<file path="src/rtl/ps2_line_buffer.sv">
// ps2_line_buffer
//   Collects decoded PS/2 keystrokes into a line of up to MAX_CHARS
//   characters. Handles backspace, commits the line on enter, and holds
//   the committed line until the consumer acknowledges it.
//
// Ports
//   clock            system clock, all state updates on its rising edge
//   reset            synchronous active-high reset
//   ascii_char       character code, valid when key_pressed rises
//   key_pressed      key level; each 0->1 transition is one keystroke
//   line_ack         consumer acknowledge, releases a held line
//   ps2_line_content packed line, char k at [LINE_W-1-CHAR_W*k -: CHAR_W]
//   ps2_line_length  number of valid characters
//   ps2_line_ready   high while a committed line is held
//   overflow         sticky: a character was dropped from this line

// One character slot. Clear wins over write.
module ps2_line_slot #(
  parameter int CHAR_W = 8
) (
  input  logic              clock,
  input  logic              clr,
  input  logic              wr,
  input  logic [CHAR_W-1:0] d,
  output logic [CHAR_W-1:0] q
);
  always_ff @(posedge clock) begin
    if (clr)     q <= '0;
    else if (wr) q <= d;
  end
endmodule

module ps2_line_buffer #(
  parameter int MAX_CHARS = 32,
  parameter int CHAR_W    = 8,
  localparam int LINE_W   = CHAR_W * MAX_CHARS,
  localparam int LEN_W    = $clog2(MAX_CHARS + 1)
) (
  input  logic              clock,
  input  logic              reset,
  input  logic [CHAR_W-1:0] ascii_char,
  input  logic              key_pressed,
  input  logic              line_ack,
  output logic [LINE_W-1:0] ps2_line_content,
  output logic [LEN_W-1:0]  ps2_line_length,
  output logic              ps2_line_ready,
  output logic              overflow
);

  typedef enum logic {COLLECT, HOLD} state_t;

  state_t                          state_q, state_d;
  logic                            key_q;
  logic [LEN_W-1:0]                count_q;
  logic                            ovf_q;
  logic [MAX_CHARS-1:0][CHAR_W-1:0] slot_q;

  logic key_evt, is_print, is_bs, is_enter, full, empty;
  logic push, pop, drop, flush;

  // Registered copy resets high so a level already high after reset is
  // not mistaken for a fresh keystroke.
  always_ff @(posedge clock) begin
    if (reset) key_q <= 1'b1;
    else       key_q <= key_pressed;
  end

  assign key_evt  = key_pressed & ~key_q;
  assign is_print = (ascii_char >= CHAR_W'(8'h20)) && (ascii_char <= CHAR_W'(8'h7E));
  assign is_bs    = (ascii_char == CHAR_W'(8'h08));
  assign is_enter = (ascii_char == CHAR_W'(8'h0D));
  assign full     = (count_q == LEN_W'(MAX_CHARS));
  assign empty    = (count_q == '0);

  always_ff @(posedge clock) begin
    if (reset) state_q <= COLLECT;
    else       state_q <= state_d;
  end

  always_comb begin
    state_d = state_q;
    push    = 1'b0;
    pop     = 1'b0;
    drop    = 1'b0;
    flush   = 1'b0;
    case (state_q)
      COLLECT: begin
        if (key_evt) begin
          if (is_print) begin
            if (!full) push = 1'b1;
            else       drop = 1'b1;
          end else if (is_bs) begin
            if (!empty) pop = 1'b1;
          end else if (is_enter) begin
            if (!empty) state_d = HOLD;
          end
        end
      end
      HOLD: begin
        // Any keystroke coinciding with the ack is simply not looked at.
        if (line_ack) begin
          flush   = 1'b1;
          state_d = COLLECT;
        end
      end
      default: state_d = COLLECT;
    endcase
  end

  always_ff @(posedge clock) begin
    if (reset || flush) count_q <= '0;
    else if (push)      count_q <= count_q + LEN_W'(1);
    else if (pop)       count_q <= count_q - LEN_W'(1);
  end

  always_ff @(posedge clock) begin
    if (reset || flush) ovf_q <= 1'b0;
    else if (drop)      ovf_q <= 1'b1;
  end

  // Slot i is written by a push when count==i and zeroed by a backspace
  // when count==i+1, which keeps every slot at or above count at zero.
  for (genvar i = 0; i < MAX_CHARS; i++) begin : g_slot
    logic slot_clr, slot_wr;
    assign slot_wr  = push && (count_q == LEN_W'(i));
    assign slot_clr = reset || flush || (pop && (count_q == LEN_W'(i + 1)));

    ps2_line_slot #(.CHAR_W(CHAR_W)) u_slot (
      .clock (clock),
      .clr   (slot_clr),
      .wr    (slot_wr),
      .d     (ascii_char),
      .q     (slot_q[i])
    );

    assign ps2_line_content[LINE_W-1-CHAR_W*i -: CHAR_W] = slot_q[i];
  end

  assign ps2_line_length = count_q;
  assign ps2_line_ready  = (state_q == HOLD);
  assign overflow        = ovf_q;

endmodule

</file>
<file path="config.mk">
export PLATFORM = sky130hd
export DESIGN_NAME = ps2_line_buffer
export DESIGN_NICKNAME = d
export VERILOG_FILES = /design/src/rtl/ps2_line_buffer.sv
export SDC_FILE = /design/constraint.sdc
export NUM_CORES = 1
export LEC_CHECK = 0
export CAP_MARGIN = 20
export CORE_MARGIN = 1.5
export CORE_UTILIZATION = 40
export DETAILED_ROUTE_END_ITERATION = 8
export GPL_TIMING_DRIVEN = 1
export PLACE_DENSITY = 0.79
export REMOVE_ABC_BUFFERS = 1
export SLEW_MARGIN = 20
export SYNTH_ARGS = -nofsm -noshare
export SYNTH_HDL_FRONTEND = slang
export SYNTH_SLANG_ARGS = --single-unit
</file>
<file path="constraint.sdc">
create_clock -name clock -period 2.3 [get_ports clock]
set_clock_uncertainty 0.15 [all_clocks]
set_input_delay 0.345 -clock clock [delete_from_list [all_inputs] [get_ports clock]]
set_output_delay 0.345 -clock clock [all_outputs]
set_load 0.02 [all_outputs]
</file>
# Word-level counts from Yosys, hierarchy flattened
# Cells that the tools add are included.
dict set report classes {
  n_addsub 2
  order_cmp 2
  n_eq_ne 34
  muxes 23
  n_bitwise 3
  reduce_logical 100
}
# cell count
set op_table {}
lappend op_table {{$eq 6x5->1 const B} 16}
lappend op_table {{$logic_and 1x1->1} 65}
lappend op_table {{$eq 6x4->1 const B} 8}
lappend op_table {{$logic_or 1x1->1} 33}
lappend op_table {{$eq 6x3->1 const B} 4}
lappend op_table {{$mux 1} 20}
lappend op_table {{$eq 8x4->1 const B} 2}
lappend op_table {{$eq 6x2->1 const B} 2}
lappend op_table {{$mux 6} 2}
lappend op_table {{$ge 8x6->1 const B} 1}
lappend op_table {{$le 8x7->1 const B} 1}
lappend op_table {{$add 6x1->6 const B} 1}
lappend op_table {{$eq 6x1->1 const B} 1}
lappend op_table {{$eq 6x6->1 const B} 1}
lappend op_table {{$logic_not 6->1} 1}
lappend op_table {{$sub 6x1->6 const B} 1}
lappend op_table {{$not 1->1} 2}
lappend op_table {{$pmux 1 s2} 1}
lappend op_table {{$reduce_bool 2->1} 1}
lappend op_table {{$and 1x1->1} 1}
dict set report word_totals {
  reg_bits 265
  inputBits 12
  output_inout_bits 264
  elab_cells 200
}

# Depth between registers and ports, before layout
dict set report depth {
  word_depth 8
  depth_mapped 8
  ltp_nobuf 7
}

# Hierarchy
# From an unflattened synthesis, not the netlist that was laid out.
dict set report unflattened {
  hier_cells 1003
  hier_area_um2 10181.0
}
# mod instances cells_each area_per_inst_um2 seq_area_each_um2
set modules_own_cells {}
lappend modules_own_cells {ps2_line_slot 32 26 285.3 160.2}
lappend modules_own_cells {ps2_line_buffer 1 171 1052.3 180.2}

# Least setup slack after synthesis
# OpenSTA, ideal clock, no wires.
dict set report synth_path {
  kind {reg-to-reg}
  from {register count_q[0], in the netlist ps2_line_length[0]}
  to {register g_slot[31].u_slot.q[7]}
  setup_ns 0.136
  t_arrival_ns 1.978
  required_ns 2.014
  path_slack_ns 0.036
  path_stages_with_launch 8
  n_path_buf 1
  synth_period_minus_slack_ns 2.264
  path_cell_list {dfxtp_1 -> inv_1 -> ha_1 -> nor3b_1 -> buf_2 -> nand3b_1 -> o21ai_1 -> nor3b_1}
}
dict set report synth_via {
  elab_chain_len 8
  word_cells_on_any_way 15
  cone_classes {eq/ne: 2; mux: 9; reduce/logical: 4}
}
# element line_no
set synth_rtl {}
lappend synth_rtl {{from (decl)} 54} ;# logic [LEN_W-1:0] count_q;
lappend synth_rtl {{from (signal assigned)} 112} ;# else if (push) count_q <= count_q + LEN_W'(1);
lappend synth_rtl {{from (signal assigned)} 113} ;# else if (pop) count_q <= count_q - LEN_W'(1);
lappend synth_rtl {{$logic_not 6->1} 73} ;# assign empty = (count_q == '0);
lappend synth_rtl {{$mux 1} 93} ;# if (!empty) pop = 1'b1;
lappend synth_rtl {{$mux 1} 92} ;# end else if (is_bs) begin
lappend synth_rtl {{$mux 1} 89} ;# if (is_print) begin
lappend synth_rtl {{$mux 1} 88} ;# if (key_evt) begin
lappend synth_rtl {{$mux 1} 86} ;# case (state_q)
lappend synth_rtl {{$logic_and 1x1->1} 126} ;# assign slot_clr = reset || flush || (pop && (count_q == LEN_W'(i + 1)));
lappend synth_rtl {{$logic_or 1x1->1} 126}
lappend synth_rtl {{to (signal assigned)} 28} ;# if (clr) q <= '0;
lappend synth_rtl {{to (signal assigned)} 29} ;# else if (wr) q <= d;
lappend synth_rtl {{to (decl)} 25} ;# output logic [CHAR_W-1:0] q
# Several ways; a longest one is shown, not always the timed one.
# A chain may end at the register's enable or synchronous reset.

# Worst setup path in the final report
dict set report layout_path {
  from {input ascii_char[6]}
  to {register g_slot[21].u_slot.q[7]}
}
dict set report layout_via {
  elab_chain_len 7
  word_cells_on_any_way 14
  cone_classes {order compare: 2; eq/ne: 1; mux: 7; reduce/logical: 4}
}
# element line_no
set layout_rtl {}
lappend layout_rtl {{from (decl)} 41} ;# input logic [CHAR_W-1:0] ascii_char,
lappend layout_rtl {{$ge 8x6->1, or another cell as far along} 69} ;# assign is_print = (ascii_char >= CHAR_W'(8'h20)) && (ascii_char <= CHAR_W'(8'h7E));
lappend layout_rtl {{$logic_and 1x1->1 / $mux 1 (equally long branches)} {69, 92}}
lappend layout_rtl {{$mux 1} 89}
lappend layout_rtl {{$mux 1} 88}
lappend layout_rtl {{$mux 1} 86}
lappend layout_rtl {{$logic_and 1x1->1} 126}
lappend layout_rtl {{$logic_or 1x1->1} 126}
lappend layout_rtl {{to (signal assigned)} 28}
lappend layout_rtl {{to (signal assigned)} 29}
lappend layout_rtl {{to (decl)} 25}
# Several ways; a longest one is shown, not always the timed one.

==> flow_summary.json <==
{
  "outcome": "finished clean",
  "reg2reg_depth": 8,
  "yosysSeqAreaShare_pct": 53.39,
  "ios": 276,
  "drt_iter0_drc": 697,
  "finalSetupViolations": 0,
  "switchingPower_mw": 2.101,
  "synth_warnings": 0,
  "numPlacedInstances": 1807,
  "clk_pin_slew_ns": 0.06,
  "fmax_mhz": 447.8,
  "worst_pin_slew_ns": 0.5688,
  "gp_congestion": 0.8450,
  "slew_headroom_pct": 62.08,
  "drive_above_1_share_pct": 14.21,
  "cp-start-kind": "input pin",
  "crit_path_start": "ascii_char[6]",
  "p_clk_share_pct": 47.9,
  "power_density_mw_per_mm2": 643.4,
  "fin_crit_sh_pct": 97.10,
  "drtAntennaViolNets": 0,
  "r2r-start": "ps2_line_length[0]",
  "synth_top_area_cell": "dfxtp_1",
  "cp_max_fo": 9,
  "numCtsBuffers": 28,
  "routed_wl_um": 33860,
  "final.setup.tns_ns": 0,
  "crit_chain": "dlygate4sd3_1, buf_2, or4_4, nor2_4, nand3_2, buf_4, o21ai_2, nor3b_1",
  "max-cap-violations": 0,
  "area_growth_pct": 48.75,
  "p_leak_nw": 5.495,
  "die_y_um": 160.6,
  "fp-row-count": 57,
  "syn_area_sq_mm": 0.009937,
  "reg2reg_slack_ns": 0.14,
  "ys_ff_latch": 265,
  "fin_cells": 1859,
  "criticalPathCategory": "in -> reg",
  "synthTopCellsByArea": "dfxtp_1 53%, a21oi_1 9.1%, o21ai_0 8.5%",
  "crit_path_end_kind": "flip-flop",
  "cts_root_buffer": "clkbuf_16",
  "p_comb_share_pct": 3.8,
  "grt-ovfl-total": 0,
  "rsz0062_at_grt": "no",
  "clk_path_buf_depth": 3,
  "clk_latency_ns": 0.54,
  "nets": 1532,
  "grt_max_degree": 36,
  "peakVddDrop_mv": 0.6039,
  "cts_tree": "done",
  "die_area_sq_mm": 0.02580,
  "ys_async_sr_fraction_pct": 0,
  "via_count": 9936,
  "cp.required_ns": 2.55,
  "cpPeakStageDelay_ns": 0.56,
  "io_buffers": 275,
  "syn_area_per_cell_sq_um": 8.596,
  "arrival_ns": 2.49,
  "synth_edf_count": 0,
  "power_frac_seq_pct": 48.3,
  "yosys_most_used_dff": "dfxtp_1",
  "via_per_inst": 5.345,
  "antenna_found_initial": 1,
  "drcViolationCount": 0,
  "ys_types": 47,
  "final_area_sq_mm": 0.01478,
  "power.internal_mw": 7.409,
  "reg2reg_to": "ps2_line_length[4]",
  "wl_per_cell_um": 18.21,
  "critPathCapture": "g_slot[21].u_slot.q[7]",
  "syn_inst": 1156,
  "dpl.hpwl_um": 22990,
  "die_w_um": 160.6,
  "coreArea_sq_mm": 0.02432,
  "min_period_ns": 2.233,
  "grt_usage_pct": 25.36,
  "start_util_pct": 40.86,
  "cts.sinks": 265,
  "min_path_type": "in -> reg",
  "placed_area_sq_mm": 0.01382,
  "htree_levels": 1,
  "yosys.area.top_type_share_pct": 53.39,
  "first_pass_iters": 5,
  "cp_slowest_cell": "dlygate4sd3_1",
  "slew_viol_final": 0,
  "grt_pass1_vias": 9560,
  "grt_pass1_wl_um": 52210,
  "netSwitchingFraction_pct": 22.10,
  "finalHoldViolCount": 0
}
==> sequential cells by signal (all words and copies together), names as in the netlist <==
signal / cells
g_slot.u_slot.q: 256
key_q: 1
overflow: 1
ps2_line_ready: 1
ps2_line_length: 6
==> cells by family (layout without fill, tap and decap cells) <==
kind of cell	count (synthesis)	count (layout)	share of synthesized area [%]
muxes	52	52	5.238
buffers and inverters	79	457	3.274
AOI/OAI and AO/OA	395	395	21.71
and+or+nand+nor	359	359	15.68
DFF	265	265	53.39
other	0	1	0
adders and majority gates	5	5	0.6296
xor gates and xnor gates	1	1	0.08816
==> per-stage QoR <==
step | hold WS, ns | util (%) | worst slack, ns | total power [mW]
after detailed placement | 0.2721 | 56.83 | -0.1205 | 5.048
final | 0.1603 | 60.78 | 0.06665 | 9.510
after floorplan | 0.2988 | - | -2.045 | 4.813
after CTS | 0.1548 | 60.72 | 0.02473 | 9.574
after global placement | 0.2658 | 56.83 | -0.01850 | 5.046
after global routing | 0.1624 | 60.78 | 0.02775 | 9.781
==> critical path, delay by kind of cell <==
kind | cells | cell delay [ns]
AO/OA/AOI/OAI | 1 | 0.34
buffers and inverters | 3 | 0.95
AND/OR/NAND/NOR | 4 | 0.84
==> power by group through the flow <==
stage | combinational [mW] | sequential, mW | clock [mW]
2_1_floorplan | 0.112 | 4.70 | 0
3_3_place_gp | 0.349 | 4.70 | 0
3_5_place_dp | 0.350 | 4.70 | 0
4_1_cts | 0.354 | 4.59 | 4.63
5_1_grt | 0.376 | 4.59 | 4.81
6_report | 0.359 | 4.60 | 4.56
==> final cells by class <==
type	instances	area (sq um)
clock buffers	38	819.5
clock inverters	11	115.1
repair buffers	405	3776
flip-flops and latches	265	5305
inverters	3	11.26
multi-input cells	812	4347
well taps	324	405.4
diodes	1	2.502
fillers	2043	9538
==> metal layers <==
metal  share of wire (%)  global-route usage [%]
met2                  47                   42.07
met4                 3.8                   9.898
met5                   0                       0
met3                 9.8                   7.696
met1                  40                   30.77
==> cell usage in the layout (no fill, tap or decap), drive strengths merged, types with 5 or more instances in the layout <==
cell / n
buf: 136
nand3: 17
nor3b: 27
mux2i: 52
nand2: 205
a21oi: 180
nor2: 88
ha: 5
o21ai: 201
clkbuf: 38
clkdlybuf4s50: 266
clkinv: 6
inv: 5
dfxtp: 265
==> synth_stat cells, types with 2 or more instances <==
library cell / number
dfxtp_1: 265
nand2_1: 205
a21oi_1: 180
o21ai_0: 169
nor2_1: 85
clkbuf_1: 62
mux2i_1: 52
nor3b_1: 26
nand3_1: 16
o21ai_2: 15
o21ai_1: 12
buf_2: 9
ha_1: 5
o21ai_4: 5
and3_1: 4
or2_2: 4
inv_1: 3
nor2b_1: 3
a21o_1: 2
and2_1: 2
buf_4: 2
clkbuf_2: 2
nand4_1: 2
nor2_2: 2
nor3_1: 2
==> timing repair <==
action	in CTS	in global routing
gates resized for setup	0	2
hold endpoints to repair	1	0
setup endpoints to repair	0	3
hold buffers	1	0
buffers inserted	0	1
==> worst min-delay path by stage <==
| stage | startpoint | endpoint | depth (start not counted) |
|---|---|---|---|
| floorplan | key_pressed | key_q | 1 |
| global placement | g_slot[0].u_slot.q[7] | g_slot[0].u_slot.q[7] | 2 |
| detailed placement | g_slot[2].u_slot.q[7] | g_slot[2].u_slot.q[7] | 2 |
| CTS | ascii_char[1] | g_slot[31].u_slot.q[1] | 4 |
| global route | ascii_char[1] | g_slot[31].u_slot.q[1] | 4 |
| finish | ascii_char[1] | g_slot[31].u_slot.q[1] | 4 |
(Power assumes the default switching activity.)
